===== src/rtl/alu_pkg.sv =====
// Shared ALU definitions: data width, instruction encodings, result record and
// saturation limits used by the ALU and its downstream stages.
package alu_pkg;

  localparam int ALU_DATA_W = 12;

  localparam logic [2:0] OP_ADD    = 3'b000;
  localparam logic [2:0] OP_SUB    = 3'b001;
  localparam logic [2:0] OP_AND    = 3'b010;
  localparam logic [2:0] OP_OR     = 3'b011;
  localparam logic [2:0] OP_XOR    = 3'b100;
  localparam logic [2:0] OP_SHL    = 3'b101;
  localparam logic [2:0] OP_SHR    = 3'b110;
  localparam logic [2:0] OP_ABSMAX = 3'b111;

  typedef struct packed {
    logic                  ovf;
    logic [ALU_DATA_W-1:0] data;
  } alu_result_t;

  localparam logic [ALU_DATA_W-1:0] SAT_MAX = 12'h7FF;
  localparam logic [ALU_DATA_W-1:0] SAT_MIN = 12'h800;

endpackage


===== src/rtl/sat_counter.sv =====
// Event counter that sticks at all-ones instead of wrapping.
module sat_counter #(
  parameter int W = 8
) (
  input  logic         i_clk,
  input  logic         i_rst,
  input  logic         i_inc,
  output logic [W-1:0] o_cnt
);

  logic [W-1:0] r_cnt;

  // Count up on i_inc until the all-ones ceiling is reached.
  always_ff @(posedge i_clk) begin
    if (i_rst) begin
      r_cnt <= {W{1'b0}};
    end else if (i_inc && (r_cnt != {W{1'b1}})) begin
      r_cnt <= r_cnt + W'(1);
    end else begin
      r_cnt <= r_cnt;
    end
  end

  assign o_cnt = r_cnt;

endmodule


===== src/rtl/alu_result_fifo.sv =====
// Show-ahead result FIFO behind the free-running ALU, with overflow/drop counters.
// Define ALU_RESULT_FIFO_SAT_EN to store overflowed results clamped to the signed range.
module alu_result_fifo
  import alu_pkg::*;
#(
  parameter int DATA_W = ALU_DATA_W,
  parameter int DEPTH  = 8,
  parameter int CNT_W  = 8
) (
  input  logic                     i_clk,
  input  logic                     i_rst,
  input  logic                     i_valid,
  input  logic [DATA_W-1:0]        i_data,
  input  logic                     i_overflow,
  input  logic                     i_ready,
  output logic                     o_valid,
  output logic [DATA_W-1:0]        o_data,
  output logic                     o_overflow,
  output logic                     o_full,
  output logic                     o_empty,
  output logic [$clog2(DEPTH):0]   o_count,
  output logic [CNT_W-1:0]         o_ovf_cnt,
  output logic [CNT_W-1:0]         o_drop_cnt
);

  localparam int PW = $clog2(DEPTH);
  localparam int CW = PW + 1;

  logic [DATA_W:0]   r_mem [DEPTH];
  logic [PW-1:0]     r_wr_ptr;
  logic [PW-1:0]     r_rd_ptr;
  logic [CW-1:0]     r_count;

  logic              w_full;
  logic              w_empty;
  logic              w_valid;
  logic              w_push;
  logic              w_pop;
  logic              w_drop;
  logic [DATA_W:0]   w_wr_entry;
  logic [DATA_W:0]   w_head;

  assign w_full  = (r_count == CW'(DEPTH));
  assign w_empty = (r_count == {CW{1'b0}});
  assign w_valid = ~w_empty;
  assign w_pop   = w_valid & i_ready;
  // A pop in the same cycle frees a slot, so a full FIFO can still accept.
  assign w_push  = i_valid & (~w_full | w_pop);
  assign w_drop  = i_valid & w_full & ~w_pop;

  // Build the {overflow, data} word to store.
  always_comb begin
    w_wr_entry = {i_overflow, i_data};
`ifdef ALU_RESULT_FIFO_SAT_EN
    if (i_overflow) begin
      // Wrapped sign is opposite to the true sign: negative wrap means positive overflow.
      if (i_data[DATA_W-1]) begin
        w_wr_entry = {1'b1, 1'b0, {(DATA_W-1){1'b1}}};
      end else begin
        w_wr_entry = {1'b1, 1'b1, {(DATA_W-1){1'b0}}};
      end
    end else begin
      w_wr_entry = {i_overflow, i_data};
    end
`endif
  end

  // Storage write; contents need no reset because occupancy gates the outputs.
  always_ff @(posedge i_clk) begin
    if (w_push) begin
      r_mem[r_wr_ptr] <= w_wr_entry;
    end else begin
      r_mem[r_wr_ptr] <= r_mem[r_wr_ptr];
    end
  end

  // Pointer and occupancy bookkeeping.
  always_ff @(posedge i_clk) begin
    if (i_rst) begin
      r_wr_ptr <= {PW{1'b0}};
      r_rd_ptr <= {PW{1'b0}};
      r_count  <= {CW{1'b0}};
    end else begin
      r_wr_ptr <= w_push ? (r_wr_ptr + PW'(1)) : r_wr_ptr;
      r_rd_ptr <= w_pop  ? (r_rd_ptr + PW'(1)) : r_rd_ptr;
      case ({w_push, w_pop})
        2'b10:   r_count <= r_count + CW'(1);
        2'b01:   r_count <= r_count - CW'(1);
        default: r_count <= r_count;
      endcase
    end
  end

  // Show-ahead head entry, forced to zero while empty.
  always_comb begin
    if (w_valid) begin
      w_head = r_mem[r_rd_ptr];
    end else begin
      w_head = {(DATA_W+1){1'b0}};
    end
  end

  sat_counter #(.W(CNT_W)) u_ovf_cnt (
    .i_clk (i_clk),
    .i_rst (i_rst),
    .i_inc (w_push & w_wr_entry[DATA_W]),
    .o_cnt (o_ovf_cnt)
  );

  sat_counter #(.W(CNT_W)) u_drop_cnt (
    .i_clk (i_clk),
    .i_rst (i_rst),
    .i_inc (w_drop),
    .o_cnt (o_drop_cnt)
  );

  assign o_valid    = w_valid;
  assign o_data     = w_head[DATA_W-1:0];
  assign o_overflow = w_head[DATA_W];
  assign o_full     = w_full;
  assign o_empty    = w_empty;
  assign o_count    = r_count;

endmodule


===== config.mk =====
export PLATFORM = sky130hd
export DESIGN_NAME = alu_result_fifo
export DESIGN_NICKNAME = d
export VERILOG_FILES = /design/src/rtl/alu_pkg.sv /design/src/rtl/sat_counter.sv /design/src/rtl/alu_result_fifo.sv
export SDC_FILE = /design/constraint.sdc
export NUM_CORES = 1
export LEC_CHECK = 0
export BUFFER_PORTS_ARGS = -buffer_cell sky130_fd_sc_hd__buf_2
export CORE_MARGIN = 2
export CORE_UTILIZATION = 55
export CTS_BUF_LIST = sky130_fd_sc_hd__clkbuf_4
export DETAILED_ROUTE_END_ITERATION = 10
export PLACE_DENSITY = 0.78
export SLEW_MARGIN = 20
export SYNTH_ARGS = -nofsm -noshare
export SYNTH_HDL_FRONTEND = slang
export SYNTH_SLANG_ARGS = --single-unit

===== constraint.sdc =====
create_clock -name i_clk -period 2.85 [get_ports i_clk]
set_input_delay 0.285 -clock i_clk [delete_from_list [all_inputs] [get_ports i_clk]]
set_output_delay 0.285 -clock i_clk [all_outputs]
set_load 0.01 [all_outputs]

==> results.yml, run 1 <==
clock_network:
  cts_resized: 0
  cts_tree: "built"
  clk_path_buf_depth: 2
  ctsRootBufferMaster: "clkbuf_4"
  clock_latency_ns: 0.51
  htreeDepth: 4
  cts.sinks: 133
  clk_pin_slew_ns: 0.11
  numCtsBuffers: 17
route:
  drt_wl_total_um: 9980
  wl_per_cell_um: 17.9
  top_layer: "met4"
  final_antenna_net_count: 0
  vias: 3160
  drtIter0Drc: 152
  drc: 0
  avgViaCountPerCell: 5.65
  drtPass1Iterations: 4
  wl_met3_um: 546
  wl_met2_um: 5060
  drt-met1-wl_um: 4260
job:
  drv_cap: 0
yosys:
  synth_cell_types: 50
  netlist_top_cells_area: "edfxtp_1, mux4_2, dfxtp_1"
  synth_xor_area_frac: 0.00957
  synthArstFlopShare: 0
  synthFlopType: "edfxtp_1"
  yosysSeqAreaShare: 0.674
  synthCells: 346
  synthesis.nets: 368
  netlist.area_leader.share: 0.569
  syn_area_per_cell_um2: 15.9
  synth_fa_ha_area_frac: 0.0114
  synthSimpleGateAreaFrac: 0.0943
  yosysWarnings: 0
  synth_edf_count: 104
  yosysTopAreaCell: "edfxtp_1"
  synth_mux_area_frac: 0.144
  syn_area_um2: 5490
  synth_compound_area_frac: 0.0431
  synth_top_family_by_area: "multiplexers"
  ys_ff_latch: 133
worst_setup_path:
  ff2ff_path_depth: 9
  cp.required_ns: 3.25
  max_stage_delay_ns: 0.65
  crit_fanout: 7
  crit_path_start_kind: "flip-flop"
  cp_data_arrival_time_ns: 2.95
  crit_path_end_kind: "flip-flop"
  crit_chain: "or4_1 > inv_2 > nor3_1 > a21o_2 > ha_1 > or3_2 > mux2i_1 > a32oi_1 > mux2_1"
  crit_slowest_cell: "or4_1"
  path_class: "flip-flop to flip-flop"
  timing.rr.start: "o_count[3]"
  worstReg2RegEnd: "o_count[2]"
  r2r_slack_ns: 0.30
hold_path:
  hold_end: "r_mem[0][10]"
  hp-start: "i_data[10]"
  hold_path.class: "input port to flip-flop"
  holdPathStages: 1
grt:
  grt-ovfl-total: 0
  grt_pass1_wl_um: 16100
  grt_pass1_vias: 3173
  grt_usage: 0.197
  antenna_found_initial: 0
  grt_max_degree: 36
placement:
  portBuffers: 52
  gp_congestion: 0.767
  dp.final_hpwl_um: 5990
status:
  status: "completed"
power:
  powerDensity_nw_per_um2: 675
  total_leakage_power_nw: 2.14
  peakVddDrop_uv: 523
cells_and_area:
  area_delta_synth_final_pct: 13.8
  multi_input_area_um2: 1690
  drive_gt1_frac: 0.329
  num-fill-cells: 757
  antenna_cells: 0
  seq_area_um2: 3700
  nNetsFinal: 435
sta:
  tns_ns: 0
  relSlewSlack: 0.598
  finalMaxSlewViolations: 0
  hold_viol_final: 0
  rsz0062_at_grt: "no"
  period_minus_slack_ns: 2.55
  fmax_mhz: 392
  worst_pin_slew_ns: 0.603
  fin_worst_skew_ns: 0.0125
  holdWs_ns: 0.0472
  finalSetupViolCount: 0
  min_period_over_period: 0.894
die:
  pin_count: 53
  core_area_um2: 9730
  die_h_um: 104
  row_count: 36
  die_x_um: 104
  start_util: 0.564
  die_area_um2: 10800
-- placed cells by master (no fill, tap or decap), drive strengths merged, types with 2 or more instances in the layout --
cell         synthesis  routed
xor2                 4       4
a21oi               10      10
inv                  5       6
clkinvlp             0       4
nor2                29      29
ha                   5       5
mux4                26      26
nand3                7       7
nor3                 8       8
a31oi                3       3
clkbuf              12      18
dfxtp               29      29
or4                  6       6
o31ai                4       4
nor3b                2       2
mux2                 4       4
nor2b                4       4
dlygate4sd3          0       2
nand2b               5       5
a211oi               3       3
mux2i               16      16
o21ai                5       5
nand2               14      14
or3                  5       5
bufinv               0       2
edfxtp             104     104
nor4                 4       4
and4                 2       2
nand4                7       7
o211ai               2       2
clkinv               0       7
xnor2                2       2
buf                  8      66
-- layout make-up --
type / instances / area share
flip-flops and latches: 133 / 0.593
clock inverters: 14 / 0.0218
repair buffers: 68 / 0.0637
well taps: 133 / 0.0266
inverters: 5 / 0.00380
multi-input cells: 188 / 0.270
clock buffers: 18 / 0.0216
-- report_power, final --
part / switching, mW / internal, mW
combinational: 0.448 / 0.399
clock: 0.664 / 0.522
sequential: 0.0332 / 2.15
-- worst max-delay path: cells and delay by family (launching register included) --
family                     cells  cell delay, ns
and+or+nand+nor                3            1.10
muxes                          2            0.45
DFF                            1            0.35
AOI/OAI and AO/OA              2            0.25
adders and majority gates      1            0.19
buffers and inverters          1            0.10
-- how the worst max path moves through the flow --
stage,start,endpoint,slack [ns],cells after the start
after detailed placement,o_count[3],o_count[2],0.30,9
after floorplan,o_count[0],r_mem[0][0],0.10,5
after global routing,o_count[3],o_count[2],0.17,9
final,o_count[3],o_count[2],0.30,9
after global placement,o_count[3],o_count[2],0.35,9
after CTS,o_count[3],o_count[2],0.30,9
-- registers in the layout (all words and copies together), names as in the netlist, named ones only --
name              cells
r_rd_ptr              3
o_count               4
u_drop_cnt.o_cnt      8
r_wr_ptr              3
r_mem               104
u_ovf_cnt.o_cnt       8
-- cell usage after synthesis (all sizes together), types with 3 or more instances --
master,number
mux2i,16
nor4,4
or3,5
nor2b,4
nand2b,5
nand2,14
a21oi,10
nand4,7
edfxtp,104
a31oi,3
mux4,26
inv,5
or4,6
buf,8
mux2,4
ha,5
xor2,4
dfxtp,29
nor2,29
a211oi,3
clkbuf,12
nor3,8
nand3,7
o31ai,4
o21ai,5
-- cell families (layout without fill, tap and decap cells) --
group	Yosys count	count (layout)
buffers and inverters	25	105
XOR/XNOR	6	6
flip-flops	133	133
adder cells (fa/ha/maj)	5	5
multiplexers	46	46
AND/OR/NAND/NOR	98	98
AO/OA/AOI/OAI	33	33
-- metrics by stage --
step / setup slack (ns) / util / power, mW / instances / instance area (µm²)
after floorplan: 0.103 / - / 2.81 / 346 / 5490
after global placement: 0.353 / 0.613 / 3.07 / 525 / 5960
after detailed placement: 0.305 / 0.613 / 3.09 / 525 / 5960
after CTS: 0.295 / 0.640 / 4.26 / 557 / 6230
after global routing: 0.168 / 0.642 / 4.43 / 559 / 6250
final: 0.301 / 0.642 / 4.22 / 559 / 6250
-- timing repair --
item                                    4_1_cts  5_1_grt
hold buffers                                  0        2
endpoints found under the setup margin        0        0
buffers inserted                              0        0
hold endpoints to repair                      0       11
-- per-layer routing --
layer	GRT usage	vias up
li1	-	1502
met1	0.253	1557
met4	0.0695	0
met2	0.322	93
met3	0.0558	8
met5	0	-
Note: power is estimated with default switching activity, not from simulation.
==> run 2, diff against run 1 <==
--- a/config.mk
+++ b/config.mk
@@ -10,6 +10,7 @@
 export CORE_UTILIZATION = 55
 export CTS_BUF_LIST = sky130_fd_sc_hd__clkbuf_4
 export DETAILED_ROUTE_END_ITERATION = 10
+export HOLD_SLACK_MARGIN = 0.05
 export PLACE_DENSITY = 0.78
 export SLEW_MARGIN = 20
 export SYNTH_ARGS = -nofsm -noshare
==> run 2 against run 1 <==
Effect of this change:
- clock power is essentially flat
- routed wire length grew 1.4%
- hold slack gained 0.095 ns
- via count increased by 0.98%
- count of clock-buffer cells in the layout is the same
- cell area is 1.6% higher
- sequential share of layout area shrank 0.93 points
- die area stayed put
- combinational power up 1%
- utilization up 1.0 points
==> results.yml, run 2 (synthesized netlist as in run 1, its figures left out) <==
hold_path:
  holdPathStages: 1
  hold_path.class: "input port to flip-flop"
power:
  total_leakage_power_nw: 2.19
  powerDensity_nw_per_um2: 667
  power_mw: 4.24
  peakVddDrop_uv: 524
die:
  die_h_um: 104
  start_util: 0.564
  die_x_um: 104
  row_count: 36
  core_area_um2: 9730
  pin_count: 53
  die_area_um2: 10800
sta:
  relSlewSlack: 0.586
  min_period_over_period: 0.894
  finalMaxSlewViolations: 0
  rsz0062_at_grt: "no"
  fmax_mhz: 392
  worst_pin_slew_ns: 0.620
  period_minus_slack_ns: 2.55
  tns_ns: 0
  fin_worst_skew_ns: 0.0121
  hold_viol_final: 0
  finalSetupViolCount: 0
worst_setup_path:
  crit_path_start_kind: "flip-flop"
  critPathTopFamily: "simple AND/OR/NAND/NOR gates"
  crit_slowest_cell: "or4_1"
  cp.required_ns: 3.26
  path_class: "flip-flop to flip-flop"
  path_buf_inv: 1
  ff2ff_path_depth: 9
  crit_path_end_kind: "flip-flop"
  max_stage_delay_ns: 0.65
  cp_data_arrival_time_ns: 2.96
  crit_chain: "or4_1 > inv_2 > nor3_1 > a21o_2 > ha_1 > or3_2 > mux2i_1 > a32oi_1 > mux2_1"
  crit_fanout: 7
  crit_cells: 9
cells_and_area:
  final_common_cell: "edfxtp_1"
  final_cell_mix: "edfxtp_1, buf_2, nor2_1"
  nNetsFinal: 445
  area_delta_synth_final_pct: 15.7
  largest_reg_flops: 104
  largest-register: "r_mem"
  drive_gt1_frac: 0.321
  antenna_cells: 0
clock_network:
  numCtsBuffers: 17
  cts_resized: 0
  htreeDepth: 4
  clk_pin_slew_ns: 0.11
  ctsRootBufferMaster: "clkbuf_4"
  cts.sinks: 133
  clock_latency_ns: 0.51
  clk_path_buf_depth: 2
  cts_tree: "built"
grt:
  grt_usage: 0.198
  grt_max_degree: 36
  grt_pass1_wl_um: 16300
  grt_pass1_vias: 3225
  grt-ovfl-total: 0
  antenna_found_initial: 0
route:
  vias: 3191
  drtIter0Drc: 144
  avgViaCountPerCell: 5.61
  drc: 0
  drtPass1Iterations: 4
  wl_per_cell_um: 17.8
  final_antenna_net_count: 0
  drt_wl_total_um: 10100
status:
  status: "completed"
placement:
  portBuffers: 52
  dp.final_hpwl_um: 5990
  gp_congestion: 0.767
job:
  drv_cap: 0
## run 2: final timing paths
path,to,startpoint,slack (ns)
worst max-delay path,o_count[2],o_count[3],0.30
worst min-delay path,r_mem[0][12],i_overflow,0.14
worst max register to register,o_count[2],o_count[3],0.30
worst min register to register,r_rd_ptr[1],r_rd_ptr[1],0.50
## run 2: area by class of cell
class,count,area [µm²]
clock inverters,14,136
flip-flops and latches,133,3700
repair buffers,78,498
clock buffers,18,135
multi-input cells,188,1690
fillers,745,3380
well taps,133,166
inverters,5,23.8
## run 2: per-stage QoR
step	instances	utilization	hold WS, ns	setup slack [ns]	instance area (µm²)
floorplan	346	-	0.384	0.103	5490
global placement	525	0.613	0.471	0.353	5960
detailed placement	525	0.613	0.488	0.305	5960
CTS	569	0.653	0.115	0.295	6350
global route	569	0.653	0.103	0.168	6350
finish	569	0.653	0.142	0.301	6350
## run 2: per-layer routing
layer,vias to the layer above,GRT usage,routed length (µm)
met4,0,0.0724,171
met1,1576,0.256,4520
li1,1519,-,-
met5,-,0,0
met3,13,0.0551,467
met2,83,0.324,4970
## run 2: what timing repair did
item / 4_1_cts / 5_1_grt
hold endpoints to repair: 96 / 0
hold buffers: 12 / 0
buffers inserted: 0 / 0
## run 2: where the power goes
part	total [mW]	leakage (nW)	internal, mW	switching, mW
Sequential	2.19	1.18	2.15	0.0333
Clock	1.19	0.141	0.522	0.670
Combinational	0.858	0.865	0.408	0.451
Total	4.24	2.19	3.08	1.15
